### src/rtl/cdb_arbiter.sv
// cdb_arbiter
// -----------
// Writeback arbiter for the common data bus. The ALU, MUL and LSU each push
// completed results (destination tag + value) into a private circular FIFO.
// Each cycle one non-empty FIFO is selected, its head is popped and loaded
// into the registered CDB output, which feeds rename wakeup, the ROB and the
// register file. The consumer never backpressures; a broadcast lasts one cycle.
//
// Ports:
//   clk_i, reset_i (async, active-low), flush_i (sync discard of all results)
//   alu_/mul_/lsu_ valid_i, tag_i, data_i   : producer push side
//   alu_/mul_/lsu_ ready_o                  : queue not full (registered state only)
//   cdb_valid_o, cdb_tag_o, cdb_data_o      : registered broadcast
//   cdb_src_o                               : 0 = ALU, 1 = MUL, 2 = LSU
//
// Build option:
//   CDB_ROUND_ROBIN_EN defined   -> round-robin grant starting after last winner
//   CDB_ROUND_ROBIN_EN undefined -> fixed priority LSU > MUL > ALU
module cdb_arbiter #(
   parameter int DEPTH  = 2,
   parameter int TAG_W  = 5,
   parameter int DATA_W = 32
) (
   input  logic              clk_i,
   input  logic              reset_i,
   input  logic              flush_i,
   input  logic              alu_valid_i,
   input  logic [TAG_W-1:0]  alu_tag_i,
   input  logic [DATA_W-1:0] alu_data_i,
   output logic              alu_ready_o,
   input  logic              mul_valid_i,
   input  logic [TAG_W-1:0]  mul_tag_i,
   input  logic [DATA_W-1:0] mul_data_i,
   output logic              mul_ready_o,
   input  logic              lsu_valid_i,
   input  logic [TAG_W-1:0]  lsu_tag_i,
   input  logic [DATA_W-1:0] lsu_data_i,
   output logic              lsu_ready_o,
   output logic              cdb_valid_o,
   output logic [TAG_W-1:0]  cdb_tag_o,
   output logic [DATA_W-1:0] cdb_data_o,
   output logic [1:0]        cdb_src_o
);

   localparam int NSRC  = 3;
   localparam int PTR_W = $clog2(DEPTH);
   localparam int CNT_W = PTR_W + 1;
   localparam int EW    = TAG_W + DATA_W;

   logic [NSRC-1:0] in_valid;
   logic [EW-1:0]   in_entry [NSRC];
   logic [EW-1:0]   head     [NSRC];
   logic [NSRC-1:0] ready;
   logic [NSRC-1:0] not_empty;
   logic [NSRC-1:0] push;
   logic [NSRC-1:0] pop;

   logic            grant_any;
   logic [1:0]      grant_idx;

   assign in_valid    = {lsu_valid_i, mul_valid_i, alu_valid_i};
   assign in_entry[0] = {alu_tag_i, alu_data_i};
   assign in_entry[1] = {mul_tag_i, mul_data_i};
   assign in_entry[2] = {lsu_tag_i, lsu_data_i};

   assign alu_ready_o = ready[0];
   assign mul_ready_o = ready[1];
   assign lsu_ready_o = ready[2];

   // Per-source circular FIFOs. DEPTH is a power of two, so the pointers wrap
   // by natural overflow. Queues are shallow, so the head is read directly and
   // the CDB output register acts as the read register.
   genvar gi;
   generate
      for (gi = 0; gi < NSRC; gi++) begin : gen_queue
         logic [EW-1:0]    mem [DEPTH];
         logic [PTR_W-1:0] wr_ptr_reg;
         logic [PTR_W-1:0] rd_ptr_reg;
         logic [CNT_W-1:0] count_reg;

         // Ready comes from the registered count only: a full queue stays
         // not-ready even in a cycle where it is being popped.
         assign ready[gi]     = (count_reg != CNT_W'(DEPTH));
         assign not_empty[gi] = (count_reg != '0);
         assign head[gi]      = mem[rd_ptr_reg];
         assign push[gi]      = in_valid[gi] & ready[gi] & ~flush_i;
         assign pop[gi]       = grant_any & (grant_idx == 2'(gi)) & ~flush_i;

         always_ff @(posedge clk_i) begin
            if (push[gi]) begin
               mem[wr_ptr_reg] <= in_entry[gi];
            end
         end

         always_ff @(posedge clk_i or negedge reset_i) begin
            if (!reset_i) begin
               wr_ptr_reg <= '0;
               rd_ptr_reg <= '0;
               count_reg  <= '0;
            end else if (flush_i) begin
               wr_ptr_reg <= '0;
               rd_ptr_reg <= '0;
               count_reg  <= '0;
            end else begin
               if (push[gi]) begin
                  wr_ptr_reg <= wr_ptr_reg + 1'b1;
               end
               if (pop[gi]) begin
                  rd_ptr_reg <= rd_ptr_reg + 1'b1;
               end
               case ({push[gi], pop[gi]})
                  2'b10:   count_reg <= count_reg + 1'b1;
                  2'b01:   count_reg <= count_reg - 1'b1;
                  default: count_reg <= count_reg;
               endcase
            end
         end
      end
   endgenerate

`ifdef CDB_ROUND_ROBIN_EN
   logic [1:0] rr_ptr_reg;
   int         cand;

   // Scan upward from the source after the last winner, wrapping mod 3.
   always_comb begin
      grant_any = 1'b0;
      grant_idx = 2'd0;
      cand      = 0;
      for (int k = 1; k <= NSRC; k++) begin
         cand = (int'(rr_ptr_reg) + k) % NSRC;
         if (!grant_any && not_empty[cand]) begin
            grant_any = 1'b1;
            grant_idx = 2'(cand);
         end
      end
   end

   // Reset value LSU makes ALU the first candidate.
   always_ff @(posedge clk_i or negedge reset_i) begin
      if (!reset_i) begin
         rr_ptr_reg <= 2'd2;
      end else if (!flush_i && grant_any) begin
         rr_ptr_reg <= grant_idx;
      end
   end
`else
   always_comb begin
      grant_any = 1'b0;
      grant_idx = 2'd0;
      if (not_empty[2]) begin
         grant_any = 1'b1;
         grant_idx = 2'd2;
      end else if (not_empty[1]) begin
         grant_any = 1'b1;
         grant_idx = 2'd1;
      end else if (not_empty[0]) begin
         grant_any = 1'b1;
         grant_idx = 2'd0;
      end
   end
`endif

   // Registered CDB. Tag/data/src hold their last values when idle.
   always_ff @(posedge clk_i or negedge reset_i) begin
      if (!reset_i) begin
         cdb_valid_o <= 1'b0;
         cdb_tag_o   <= '0;
         cdb_data_o  <= '0;
         cdb_src_o   <= 2'd0;
      end else if (flush_i) begin
         cdb_valid_o <= 1'b0;
      end else if (grant_any) begin
         cdb_valid_o <= 1'b1;
         cdb_tag_o   <= head[grant_idx][EW-1:DATA_W];
         cdb_data_o  <= head[grant_idx][DATA_W-1:0];
         cdb_src_o   <= grant_idx;
      end else begin
         cdb_valid_o <= 1'b0;
      end
   end

endmodule

### config.mk
export PLATFORM = sky130hd
export DESIGN_NAME = cdb_arbiter
export DESIGN_NICKNAME = d
export VERILOG_FILES = /design/src/rtl/cdb_arbiter.sv
export SDC_FILE = /design/constraint.sdc
export NUM_CORES = 1
export LEC_CHECK = 0
export BUFFER_PORTS_ARGS = -buffer_cell sky130_fd_sc_hd__buf_2
export CAP_MARGIN = 25
export CORE_UTILIZATION = 45
export CTS_BUF_LIST = sky130_fd_sc_hd__clkbuf_16
export DETAILED_ROUTE_END_ITERATION = 7
export PLACE_DENSITY = 0.65
export REMOVE_ABC_BUFFERS = 1
export SYNTH_ARGS = -nofsm -noshare
export SYNTH_HDL_FRONTEND = slang
export SYNTH_SLANG_ARGS = --single-unit
### constraint.sdc
create_clock -name clk_i -period 4.9 [get_ports clk_i]
set_clock_uncertainty 0.15 [all_clocks]
set_input_delay 0.245 -clock clk_i [delete_from_list [all_inputs] [get_ports clk_i]]
set_output_delay 0.245 -clock clk_i [all_outputs]
set_load 0.01 [all_outputs]
==> qor.yml <==
nNetsFinal: 1070
drc_errors: 0
num_io_pins: 160
max-slew-margin-rel_pct: 37.0
hold_violations: 0
mostFrequentLayoutCells: "edfxtp_1, buf_2, dlygate4sd3_1, nor2b_1, a211oi_1"
final_antenna_net_count: 0
slowest_stage: "nor3b_2"
num_rows: 56
htree_levels: 1
overflow: 0
yosysWarnings: 0
crit_fanout: 29
grt_pass1_vias: 6923
worst_ep_required_time_ns: 4.92
post-cts-setup-buffers: 0
cts_root_buffer: "clkbuf_16"
avgSynthCellArea_sq_um: 15.7
start_util_pct: 45.8
finalCriticalPeriod_ns: 2.61
ys_top_cells_by_area: "edfxtp_1, dfrtp_1, a211oi_1"
final_common_cell: "edfxtp_1"
p_int_mw: 4.51
period_share_pct: 53.3
path_buf_inv: 1
p_switching_mw: 1.35
first_iter_violations: 314
cts_tree: "yes"
drv_cap: 0
setup_violations: 0
grt_pass1_wl_microns: 38000
pwr-share-comb_pct: 11.7
gr-usage-all-layers_pct: 20.8
routedWlPerCell_microns: 19.4
numCtsBuffers: 28
syn_area_sq_mm: 0.0107
gp_congestion: 0.710
worstSetupStartpointType: "flop"
tns_ns: 0
crit_type: "reg2reg"
numClockSinks: 274
wirelength_microns: 25100
grt_max_degree: 78
syn_inst: 681
dr.pass1.iters: 5
holdWs_ns: 0.275
layout-drive-gt1-share_pct: 25.0
hold_path.class: "in2reg"
rsz0062_at_grt: "false"
critPathTopFamily: "simple AND/OR/NAND/NOR gates"
switching_share_pct: 23.0
clk_path_buf_depth: 3
dieWidth_microns: 156
clk_pin_slew_ns: 0.06
area_delta_synth_final_pct: 31.4
slew_viol_final: 0
crit_path_cell_trace: "nand2b_1, nand2_1, nor3b_2, buf_4"
layout_setup_ws_ns: 2.29
seq_area_frac_synth_pct: 74.3
power.density_mw_per_mm2: 416
io_buffers: 159
synth_area_leader_cell: "edfxtp_1"
cp-end-kind: "flop"
outcome: "complete, no violations"
ir_worst_vdd_uv: 277
synth.top_cell.area_share_pct: 62.2
seq_power_share_pct: 47.9
dr_total_vias: 6781
leakagePower_nw: 5.20
antenna_found_initial: 0
vias_per_cell: 5.24
synth_cell_types: 34
largest_reg_flops: 222
pwr-share-clk_pct: 40.4
worstMarginPinSlew_ns: 0.944
dieArea_sq_mm: 0.0245
arrival_ns: 2.63
place_ws_ns: 2.28
max_freq_mhz: 383
clock_latency_ns: 0.54
core_sq_mm: 0.0234
num-fill-cells: 1802
critPathMaxStageDelay_ns: 0.69
chipHeight_microns: 156
synth_seq_cells: 274
dpl.hpwl_microns: 14000
antenna_cells: 0
final timing paths:
kind,cells after the start,slack (ns),start,to
hold reg to reg,2,0.33,cdb_src_o[1]$_DFFE_PN0P_,cdb_src_o[1]$_DFFE_PN0P_
setup / recovery,4,2.29,gen_queue[2].count_reg[0]$_DFFE_PN0P_,gen_queue[2].mem[1][8]$_DFFE_PP_
min in group asynchronous,3,0.30,reset_i,cdb_data_o[19]$_DFFE_PN0P_
hold / removal,2,0.27,lsu_data_i[17],gen_queue[2].mem[0][17]$_DFFE_PP_
max in group asynchronous,3,3.69,reset_i,gen_queue[0].rd_ptr_reg$_DFFE_PN0P_
setup reg to reg,4,2.29,gen_queue[2].count_reg[0]$_DFFE_PN0P_,gen_queue[2].mem[1][8]$_DFFE_PP_
power by group through the flow:
stage                     Combinational, mW  Sequential [mW]  Clock [mW]
final                                 0.684             2.81        2.37
after global routing                  0.751             2.82        2.50
after global placement                0.585             2.85           0
after floorplan                       0.285             2.88           0
after detailed placement              0.616             2.85           0
after CTS                             0.690             2.80        2.42
stage by stage:
step | instance area [sq um] | utilization [%] | power (mW) | std cells
floorplan | 10500 | - | 3.16 | 634
global placement | 11800 | 50.4 | 3.43 | 1122
detailed placement | 11900 | 50.8 | 3.47 | 1126
CTS | 14100 | 60.2 | 5.91 | 1294
global route | 14100 | 60.2 | 6.07 | 1294
finish | 14100 | 60.2 | 5.86 | 1294
final cells by class:
class / instances / area [sq um] / share of cell area (%)
Multi-Input combinational cell: 357 / 2530 / 18.0
Clock inverter: 23 / 318 / 2.26
Clock buffer: 29 / 726 / 5.15
Timing Repair Buffer: 289 / 2130 / 15.1
Inverter: 3 / 11.3 / 0.0799
Tap cell: 319 / 399 / 2.83
Sequential cell: 274 / 7970 / 56.6
kinds of logic (layout without fill, tap and decap cells):
logic type	Yosys count	in the layout	synth area share, %
AOI/OAI and AO/OA	200	200	12.8
xor gates and xnor gates	5	5	0.408
buffers and inverters	50	344	2.56
DFF	274	274	74.3
muxes	38	38	3.55
and+or+nand+nor	114	114	6.37
per-layer routing:
metal	share of wire [%]	vias to the layer above	track usage (%)	wire (microns)
met5	0	-	0	0
met4	2.1	0	6.35	527
met3	5.3	49	3.35	1340
met2	49	208	35.6	12400
met1	43	3338	27.1	10800
li1	-	3186	-	-
worst reg2reg max path, cell delays in order, from the launching register on:
cell and delay (ns):
dfrtp_1 0.48, nand2b_1 0.18, nand2_1 0.13, nor3b_2 0.69, buf_4 0.60
what timing repair did:
item	in CTS	in global routing
hold endpoints to repair	284	0
resized for setup	0	0
hold buffers	116	0
cell usage after synthesis, drive strengths merged:
| library cell | instances |
|---|---|
| xnor2 | 2 |
| nand3b | 1 |
| clkbuf | 18 |
| or2 | 3 |
| nor3 | 6 |
| o21ai | 41 |
| nor4 | 1 |
| nor3b | 4 |
| xor2 | 3 |
| and2 | 1 |
| nor2 | 10 |
| buf | 29 |
| dfrtp | 52 |
| nor2b | 74 |
| o31ai | 1 |
| inv | 3 |
| a31oi | 2 |
| or3 | 1 |
| mux2i | 38 |
| a21o | 1 |
| nand2b | 3 |
| nand3 | 1 |
| edfxtp | 222 |
| a211oi | 74 |
| a22o | 37 |
| a21oi | 44 |
| nand2 | 9 |
Power figures use the tool's default switching activity.
